## config.mk

```make
export PLATFORM = sky130hd
export DESIGN_NAME = serial_transmitter
export DESIGN_NICKNAME = d
export VERILOG_FILES = /design/src/rtl/serial_transmitter.sv
export SDC_FILE = /design/constraint.sdc
export NUM_CORES = 1
export LEC_CHECK = 0
export ABC_CLOCK_PERIOD_IN_PS = 2450
export CAP_MARGIN = 25
export CORE_ASPECT_RATIO = 1.2
export CORE_UTILIZATION = 55
export CTS_CLUSTER_SIZE = 16
export DETAILED_ROUTE_END_ITERATION = 8
export DONT_BUFFER_PORTS = 1
export GPL_ROUTABILITY_DRIVEN = 0
export GPL_TIMING_DRIVEN = 1
export PLACE_DENSITY_LB_ADDON = 0.08
export SLEW_MARGIN = 5
export SYNTH_ARGS = -nofsm -noshare
export SYNTH_HDL_FRONTEND = slang
export SYNTH_SLANG_ARGS = --single-unit
```

## constraint.sdc

```tcl
create_clock -name clk -period 2.45 [get_ports clk]
set_input_delay 0.49 -clock clk [delete_from_list [all_inputs] [get_ports clk]]
set_output_delay 0.49 -clock clk [all_outputs]
set_load 0.05 [all_outputs]
```

## src/rtl/serial_transmitter.sv

```systemverilog
// serial_transmitter: UART-style 8N1 transmit engine with a one-byte holding register.
// Optional: define SERIAL_TX_PARITY_EN to add an even-parity bit before the stop bit.
module serial_transmitter #(
    parameter int CLK_FREQ  = 100_000_000,
    parameter int DATA_BITS = 8
) (
    input  logic       clk,
    input  logic       rst_n,
    input  logic [7:0] data_in,
    input  logic       data_valid,
    output logic       ready,
    input  logic [1:0] baud_sel,
    output logic       dout,
    output logic       busy
);
    localparam int DIV0 = (CLK_FREQ + 9600 / 2) / 9600;
    localparam int DIV1 = (CLK_FREQ + 19200 / 2) / 19200;
    localparam int DIV2 = (CLK_FREQ + 38400 / 2) / 38400;
    localparam int DIV3 = (CLK_FREQ + 115200 / 2) / 115200;
    localparam int CW   = $clog2(DIV0 + 1);
    localparam logic [2:0] LAST_BIT = 3'(DATA_BITS - 1);

`ifdef SERIAL_TX_PARITY_EN
    typedef enum logic [2:0] {IDLE, START, DATA, PARITY, STOP} state_t;
`else
    typedef enum logic [2:0] {IDLE, START, DATA, STOP} state_t;
`endif

    state_t        state;
    logic [7:0]    hold_byte;
    logic [7:0]    shift_byte;
    logic          hold_full;
    logic [1:0]    baud_lat;
    logic [CW-1:0] cnt;
    logic [CW-1:0] cnt_last;
    logic [2:0]    bit_idx;
    logic          bit_end;
    logic          load;

    always_comb begin
        case (baud_lat)
            2'd0:    cnt_last = CW'(DIV0 - 1);
            2'd1:    cnt_last = CW'(DIV1 - 1);
            2'd2:    cnt_last = CW'(DIV2 - 1);
            default: cnt_last = CW'(DIV3 - 1);
        endcase
    end

    assign bit_end = (cnt == cnt_last);
    assign ready   = ~hold_full;
    // A held byte starts a frame from IDLE, or directly after the last stop-bit clock.
    assign load    = hold_full && ((state == IDLE) || (state == STOP && bit_end));

    always_ff @(posedge clk or negedge rst_n) begin
        if (!rst_n) begin
            state      <= IDLE;
            dout       <= 1'b1;
            busy       <= 1'b0;
            hold_full  <= 1'b0;
            hold_byte  <= '0;
            shift_byte <= '0;
            baud_lat   <= '0;
            cnt        <= '0;
            bit_idx    <= '0;
        end else begin
            if (data_valid && !hold_full) begin
                hold_byte <= data_in;
                hold_full <= 1'b1;
            end

            cnt <= bit_end ? '0 : cnt + 1'b1;

            case (state)
                IDLE: cnt <= '0;
                START: begin
                    if (bit_end) begin
                        state   <= DATA;
                        dout    <= shift_byte[0];
                        bit_idx <= '0;
                    end
                end
                DATA: begin
                    if (bit_end) begin
                        if (bit_idx == LAST_BIT) begin
`ifdef SERIAL_TX_PARITY_EN
                            state <= PARITY;
                            dout  <= ^shift_byte;
`else
                            state <= STOP;
                            dout  <= 1'b1;
`endif
                        end else begin
                            bit_idx <= bit_idx + 3'd1;
                            dout    <= shift_byte[bit_idx + 3'd1];
                        end
                    end
                end
`ifdef SERIAL_TX_PARITY_EN
                PARITY: begin
                    if (bit_end) begin
                        state <= STOP;
                        dout  <= 1'b1;
                    end
                end
`endif
                STOP: begin
                    if (bit_end) begin
                        state <= IDLE;
                        busy  <= 1'b0;
                    end
                end
                default: state <= IDLE;
            endcase

            // Overrides the per-state updates above when a frame begins.
            if (load) begin
                shift_byte <= hold_byte;
                baud_lat   <= baud_sel;
                hold_full  <= 1'b0;
                state      <= START;
                dout       <= 1'b0;
                busy       <= 1'b1;
                cnt        <= '0;
            end
        end
    end
endmodule

```

==> metrics.cfg, run 1 <==
[detailed_routing]
finalWirelength_mm = 4.35
drt-initial-drc-count = 51
drc = 0
antenna_left = 0
dr_total_vias = 1523
wl_per_cell_um = 16.8
dr.pass1.iters = 4
via_per_inst = 5.88

[die]
core_mm2 = 0.00372
ios = 16
die_h_um = 71.2
initial_utilization_pct = 58.9
die_w_um = 59.6
row_count = 24
die-area_mm2 = 0.00424

[placement]
dpl.hpwl_mm = 3.14
placed_cell_area_mm2 = 0.00229
port_buffers = 0
dpl_worst_slack_ps = 83.2

[yosys]
synth_edf_count = 0
yosysUniqueCellTypes = 51
synth.top_cell.area_share_pct = 44.5
synth.avg_cell_area_um2 = 11.0
ys_ff_latch = 40
yosysTopAreaCell = dfrtp_1
ys.flop_type = dfrtp_1
yosysWarnings = 0
yosysSeqAreaShare_pct = 45.7
synthCells = 199
ys_top_cells_by_area = dfrtp_1, mux2_2, mux2_4, ha_1, nor2_1
syn_nets = 219
netlist_area_mm2 = 0.00219
async_reset_ff_share_pct = 100

[outcome]
outcome = finished clean

[global_route]
grtUsageTotal_pct = 23.6
grt_max_degree = 40
grt_pass1_vias = 1563
antenna_found_initial = 0
grt_first_pass_wirelength_mm = 7.33
gr-total-overflow = 0

[setup_path]
worstPathRequired_ps = 2630
critPathMaxFanout = 12
cp_data_arrival_time_ps = 2550
r2r-start = baud_lat[0]
worstSetupPathType = reg -> reg
startpoint = baud_lat[0]
end_kind = register
startpoint_type = register

[finish]
drive_gt1_share_pct = 21.7
postLayoutCellArea_mm2 = 0.00241
utilization_pct = 64.9
finalNetCount = 226
n_antenna_cell = 0
area_delta_synth_final_pct = 10.2
final_cell_mix = dfrtp_1, nor2_1, nand2_1, mux2_2, buf_4
layout_commonest_cell = dfrtp_1

[hold_path]
hold_path_class = in -> async

[sta]
slew_violations = 0
worst_pin_slew_ps = 720
rsz0062_at_grt = false
finalSetupViolCount = 0
clock.fmax_mhz = 421
finalHoldViolCount = 0
fin_worst_skew_ps = 3.58
worst_slack_ps = 75.7
period_minus_slack_ps = 2370
period_share_pct = 96.9
maxSlewHeadroom_pct = 51.9
fin_setup_tns_ps = 0

[power]
p_leak_nw = 1.04
power.density_mw_per_mm2 = 1100
peakVddDrop_uv = 721

[clocking]
clk_pin_slew_ps = 80
tritoncts = yes
cts_made_buffers = 5
h-tree-depth = 2
insertion_delay_ps = 290
cts_setup_buffers = 0
cts.sinks = 40
root_buffer = clkbuf_8
cts_buffer_depth = 2

[job]
maxCapViolations = 0

[state kept, by name, summed over array words and instances (netlist names)]
signal	flops
busy	1
cnt	14
baud_lat	2
dout	1
bit_idx	3
shift_byte	8
hold_full	1
state	2
hold_byte	8
[per-layer routing]
metal | track usage (%) | share of wire [%] | up-vias
met5 | 0 | 0 | -
met4 | 9.30 | 1.8 | 0
met3 | 6.03 | 5.4 | 5
met2 | 39.6 | 52 | 36
met1 | 28.7 | 41 | 755
li1 | - | - | 727
[logic make-up (layout without fill, tap and decap cells)]
family                     after synthesis  in the layout  synth area share, %
muxes                                   22             22                 13.5
DFF                                     40             40                 45.7
adders and majority gates                7              7                 4.00
and+or+nand+nor                         68             68                 17.1
AOI/OAI and AO/OA                       31             31                 10.8
buffers and inverters                   19             27                 4.05
xor gates and xnor gates                12             12                 4.79
[repair_timing]
item                                   CTS  global route
endpoints found under the hold margin   39             0
setup endpoints to repair                0            11
resized for setup                        0             1
hold buffers                             1             0
[worst paths after layout]
kind | endpoint | slack [ps] | cells past startpoint
max reg2reg | shift_byte[4] | 80 | 5
min | cnt[9] | 20 | 1
max in group asynchronous | baud_lat[0] | 2210 | 1
max | shift_byte[4] | 80 | 5
min reg2reg | cnt[0] | 510 | 1
min in group clk | hold_full | 330 | 1
[synthesized netlist by cell type (all sizes together), types with 2 or more instances]
cell / n
a211oi: 2
nand3b: 2
nor2: 22
or4bb: 3
clkbuf: 7
and3: 3
a22o: 3
dfrtp: 39
xnor2: 4
a21oi: 3
o31ai: 2
buf: 4
inv: 8
mux4: 2
nand4: 3
ha: 7
xor2: 8
nand2b: 2
nand3: 2
o211ai: 4
nand2: 13
a21boi: 2
mux2: 20
nor3: 2
or2: 3
nor4b: 3
o21ai: 6
[cell type report]
| cell class | count | area, um2 |
|---|---|---|
| clock buffer | 6 | 72.6 |
| multi-input combinational | 140 | 1100 |
| inverter | 8 | 30.0 |
| timing repair buffer | 11 | 108 |
| sequential | 40 | 1000 |
| fill | 334 | 1310 |
| tap | 52 | 65.1 |
| clock inverter | 2 | 35.0 |
[critical path, cell delays in order (launching register included)]
cell,delay (ps)
dfrtp_2,470
or4b_1,530
a32o_1,330
o32a_4,420
buf_4,200
mux2_4,310
[power breakdown]
part	switching [mW]	leakage, nW	internal [mW]	total [mW]
logic	0.512	0.486	0.588	1.10
registers	0.154	0.497	0.877	1.03
clock network	0.230	0.0552	0.302	0.532
total	0.896	1.04	1.77	2.66
[per-stage QoR]
stage,instances,hold slack (ps),total power [mW]
2_1_floorplan,199,194,1.87
3_3_place_gp,250,195,2.07
3_5_place_dp,250,195,2.13
4_1_cts,259,24.4,2.68
5_1_grt,259,18.2,2.82
6_report,259,24.7,2.66
No activity file was read; power rests on OpenSTA's default activity.
==> run 2, diff against run 1 <==
- CORE_MARGIN: not set -> 2
- MAX_ROUTING_LAYER: not set -> met4
==> run 2 against run 1 <==
  * Clock power down 20%
  * Via count down 0.39%
  * Design area down 0.93%
  * Largest power group unchanged
  * Utilization down 3.2 points
  * Critical path depth unchanged
  * Clock skew up 9.3 ps
  * Die area up 6.3%
  * Power down 4.0%
  * Non-clock buffer count down 2
  * Hold slack better by 4.1 ps
==> metrics.cfg, run 2 (synthesized netlist as in run 1, its figures left out) <==
[die]
ios = 16
die-area_mm2 = 0.00451
row_count = 25
die_h_um = 73.2
core_mm2 = 0.00388
die_w_um = 61.6
initial_utilization_pct = 56.5

[setup_path]
cp_data_arrival_time_ps = 2540
critPathMaxFanout = 12
worstPathRequired_ps = 2620
cp_cell_sequence = or4b_1 -> a32o_2 -> o32a_4 -> buf_4 -> mux2_4
worstSetupPathType = reg -> reg
crit_family = compound AO/OA/AOI/OAI gates
critPathBufInv = 1
slowest_stage = or4b_1
end_kind = register
critPathMaxStageDelay_ps = 540
startpoint_type = register

[sta]
finalHoldViolCount = 0
slew_violations = 0
worst_pin_slew_ps = 655
clock.fmax_mhz = 423
finalSetupViolCount = 0
maxSlewHeadroom_pct = 56.2
rsz0062_at_grt = false
fin_setup_tns_ps = 0
period_minus_slack_ps = 2360
fin_worst_skew_ps = 12.9
period_share_pct = 96.5

[finish]
utilization_pct = 61.7
top_register = cnt
final_cell_mix = dfrtp_1, nor2_1, nand2_1, mux2_2
largest_reg_flops = 14
finalNetCount = 224
top_regs = cnt x14, hold_byte x8, shift_byte x8
area_delta_synth_final_pct = 9.13
drive_gt1_share_pct = 22.0
n_antenna_cell = 0
layout_commonest_cell = dfrtp_1

[clocking]
root_buffer = clkbuf_8
clk_pin_slew_ps = 80
tritoncts = yes
h-tree-depth = 2
cts_buffer_depth = 2
cts.sinks = 40
insertion_delay_ps = 290
cts_setup_buffers = 0
cts_made_buffers = 5

[power]
p_int_mw = 1.68
clkPwrFrac_pct = 16.6
p_leak_nw = 1.02
power.density_mw_per_mm2 = 1070
comb_power_share_pct = 43.1
switching_share_pct = 34.4
seqPwrFrac_pct = 40.3
peakVddDrop_uv = 709
p_switching_mw = 0.880

[global_route]
grt_max_degree = 40
grt_first_pass_wirelength_mm = 7.29
grt-busiest-layer = met2
grt_pass1_vias = 1582
antenna_found_initial = 0
grt_use_met1_pct = 27.7
gr-total-overflow = 0
grtUsageMet3_pct = 5.85
grtUsageTotal_pct = 22.6
grt_util_met2_pct = 36.1

[placement]
port_buffers = 0
dpl.hpwl_mm = 3.03

[detailed_routing]
wl_per_cell_um = 15.9
drt-initial-drc-count = 101
finalWirelength_mm = 4.11
dr_total_vias = 1517
drc = 0
antenna_left = 0
via_per_inst = 5.86
dr.pass1.iters = 5

[outcome]
outcome = finished clean

[hold_path]
hold_path_class = in -> async

[job]
maxCapViolations = 0

run 2: changes by cell type in the layout (fill, tap and decap cells not counted), sizes merged:
cell,change
buf,-2
clkbuf,+1
bufinv,-1
run 2: layout make-up:
class	count	area, um2
Fill cell	349	1490
Multi-Input combinational cell	140	1110
Sequential cell	40	1000
Timing Repair Buffer	9	92.6
Clock buffer	7	76.3
Tap cell	54	67.6
Inverter	8	30.0
Clock inverter	1	8.76
run 2: what timing repair did:
action | 4_1_cts | 5_1_grt
endpoints found under the setup margin | 0 | 14
hold buffers | 1 | 0
gates resized for setup | 0 | 4
hold endpoints to repair | 39 | 0
run 2: per-layer routing:
| layer | wire length, um | vias to the layer above |
|---|---|---|
| met3 | 180 | 10 |
| met2 | 2130 | 29 |
| met5 | 0 | - |
| met1 | 1710 | 752 |
| met4 | 85 | 0 |
| li1 | - | 726 |
run 2: power by group through the flow:
stage / Clock [mW] / Combinational [mW] / Sequential, mW
final: 0.425 / 1.10 / 1.03
after global routing: 0.461 / 1.22 / 1.06
after CTS: 0.434 / 1.10 / 1.03
after detailed placement: 0 / 1.07 / 1.04
after global placement: 0 / 1.05 / 1.03
after floorplan: 0 / 0.889 / 0.980
run 2: path summary, 6_finish.rpt:
kind	to	slack (ps)	cells after the start	startpoint
worst max-delay path	shift_byte[6]	90	5	baud_lat[0]
min in group clk	hold_full	330	1	data_valid
worst max register to register	shift_byte[6]	90	5	baud_lat[0]
worst min-delay path	cnt[7]	30	1	rst_n
worst min register to register	cnt[0]	500	1	cnt[0]
max in group asynchronous	baud_lat[0]	2220	1	rst_n
run 2: worst register-to-register path, cell delays in order, from the launching register on:
cell and delay (ps):
dfrtp_2 460, or4b_1 540, a32o_2 320, o32a_4 400
buf_4 200, mux2_4 310
run 2: through the flow:
stage	setup slack (ps)	hold WS [ps]	total power, mW	cell area (um2)	instances
3_3_place_gp	114	195	2.07	2270	250
3_5_place_dp	62.7	195	2.11	2270	250
4_1_cts	36.5	29.0	2.56	2380	259
2_1_floorplan	191	194	1.87	2190	199
6_report	85.9	28.8	2.56	2390	259
5_1_grt	8.38	21.6	2.74	2390	259
==> run 3, diff against run 2 <==
- ABC_CLOCK_PERIOD_IN_PS: 2450 -> 2200
- clock period: 2.45 -> 2.2 ns (I/O delays scaled with it)
==> run 3 against run 2 <==
  * The run now ends with negative setup slack left
  * Die area unchanged
  * Utilization increased by 5.5 points
  * Sequential cell count unchanged
  * Non-clock buffer count is 15 higher
  * Global-route usage is 1.3 points higher
  * Clock power up 53%
  * Final cell count increased by 5.8%
  * Design area up 8.9%
  * Clock skew decreased by 7.4 ps
  * Register-to-register slack lost 100 ps
  * Sequential power grew 12%
  * Critical path type unchanged
  * Largest cell class unchanged
  * Largest power group unchanged
==> metrics.cfg, run 3 (synthesized netlist as in run 1, its figures left out) <==
[finish]
top_register = cnt
multi_input_comb_area_mm2 = 0.00117
fin_cells = 274
regArea_mm2 = 0.00100
area_delta_synth_final_pct = 18.9
top_regs = cnt x14, hold_byte x8, shift_byte x8
finalNetCount = 239
drive_gt1_share_pct = 32.3
final_cell_mix = dfrtp_1, nor2_1, buf_4, mux2_2, nand2_1
utilization_pct = 67.2
postLayoutCellArea_mm2 = 0.00261
n_antenna_cell = 0
nFillCells = 332
layout_commonest_cell = dfrtp_1
largest_reg_flops = 14

[global_route]
grt_pass1_vias = 1657
antenna_found_initial = 0
grtUsageTotal_pct = 23.9
grt_first_pass_wirelength_mm = 7.64
gr-total-overflow = 0
grt_max_degree = 41

[die]
ios = 16
core_mm2 = 0.00388
die_w_um = 61.6
row_count = 25
die_h_um = 73.2
die-area_mm2 = 0.00451
initial_utilization_pct = 56.5

[power]
power_mw = 3.21
p_leak_nw = 1.14
peakVddDrop_uv = 666
power.density_mw_per_mm2 = 1230

[placement]
dpl_worst_slack_ps = -46.7
dpl.hpwl_mm = 3.41
port_buffers = 0
placed_cell_area_mm2 = 0.00238
dp_cells = 264

[sta]
clock.fmax_mhz = 451
worst_pin_slew_ps = 503
whs_ps = 280
period_minus_slack_ps = 2220
fin_worst_skew_ps = 5.46
period_share_pct = 101
finalHoldViolCount = 0
maxSlewHeadroom_pct = 66.4
worst_slack_ps = -18.8
fin_setup_tns_ps = -62.4
finalSetupViolCount = 8
rsz0062_at_grt = true
slew_violations = 0

[hold_path]
min_to = hold_full
hold_depth = 1
hold_path_class = in -> reg
hold_start = data_valid

[clocking]
cts_buffer_depth = 2
insertion_delay_ps = 290
cts_made_buffers = 5
clk_pin_slew_ps = 80
tritoncts = yes
h-tree-depth = 2
cts.sinks = 40
root_buffer = clkbuf_8

[detailed_routing]
dr.pass1.iters = 4
drc = 0
drt-initial-drc-count = 55
antenna_left = 0
wl_per_cell_um = 16.9
via_per_inst = 5.78
dr_total_vias = 1585
finalWirelength_mm = 4.63

[setup_path]
critPathMaxFanout = 4
critPathMaxStageDelay_ps = 520
cp_data_arrival_time_ps = 2400
rrSetupSlack_ps = -20
r2r-start = cnt[3]
cp_cell_sequence = or4_1 -> a32o_2 -> o32a_4 -> a21boi_4 -> mux2_4
worstPathRequired_ps = 2380
startpoint_type = register
r2r_cells = 5
end_kind = register
slowest_stage = or4_1
worstSetupPathType = reg -> reg
r2r-end = state[1]

[job]
maxCapViolations = 0

[outcome]
outcome = finished, violations left
violations = negative setup slack

## run 3: area by class of cell
class | instances | share of cell area, %
Clock buffer | 7 | 3.70
Tap cell | 54 | 2.59
Sequential cell | 40 | 38.6
Clock inverter | 1 | 1.15
Inverter | 8 | 1.15
Timing Repair Buffer | 24 | 7.92
Multi-Input combinational cell | 140 | 44.9
## run 3: worst max path at each step
| stage | from | to | slack (ps) |
|---|---|---|---|
| final | cnt[3] | state[1] | -20 |
| after global routing | baud_lat[0] | bit_idx[2] | -120 |
| after CTS | cnt[3] | state[1] | -40 |
| after detailed placement | baud_lat[0] | shift_byte[5] | -50 |
| after global placement | baud_lat[0] | shift_byte[4] | -20 |
| after floorplan | cnt[3] | state[1] | -30 |
## run 3: repair_timing
| item | 4_1_cts | 5_1_grt |
|---|---|---|
| hold endpoints to repair | 40 | 0 |
| endpoints found under the setup margin | 28 | 30 |
| hold buffers | 2 | 0 |
| resized for setup | 5 | 18 |
| buffers inserted | 0 | 1 |
| pin swaps | 3 | 7 |
## run 3: critical path, delay by kind of cell, from the launching register on
| kind | cells | cell delay [ps] |
|---|---|---|
| flops | 1 | 410 |
| compound gates | 3 | 870 |
| simple gates | 1 | 520 |
| mux | 1 | 300 |
## run 3: routing by layer
layer  track usage (%)  vias to the layer above  wire [um]
met5                 -                        -          0
met4              8.98                        0         80
met3              5.14                        9        156
met2              39.8                       30       2510
met1              27.7                      793       1890
li1                  -                      753          -
## run 3: report_power, final
part / switching, mW / internal [mW]
combinational: 0.647 / 0.765
clock: 0.250 / 0.400
sequential: 0.169 / 0.977
total: 1.07 / 2.14
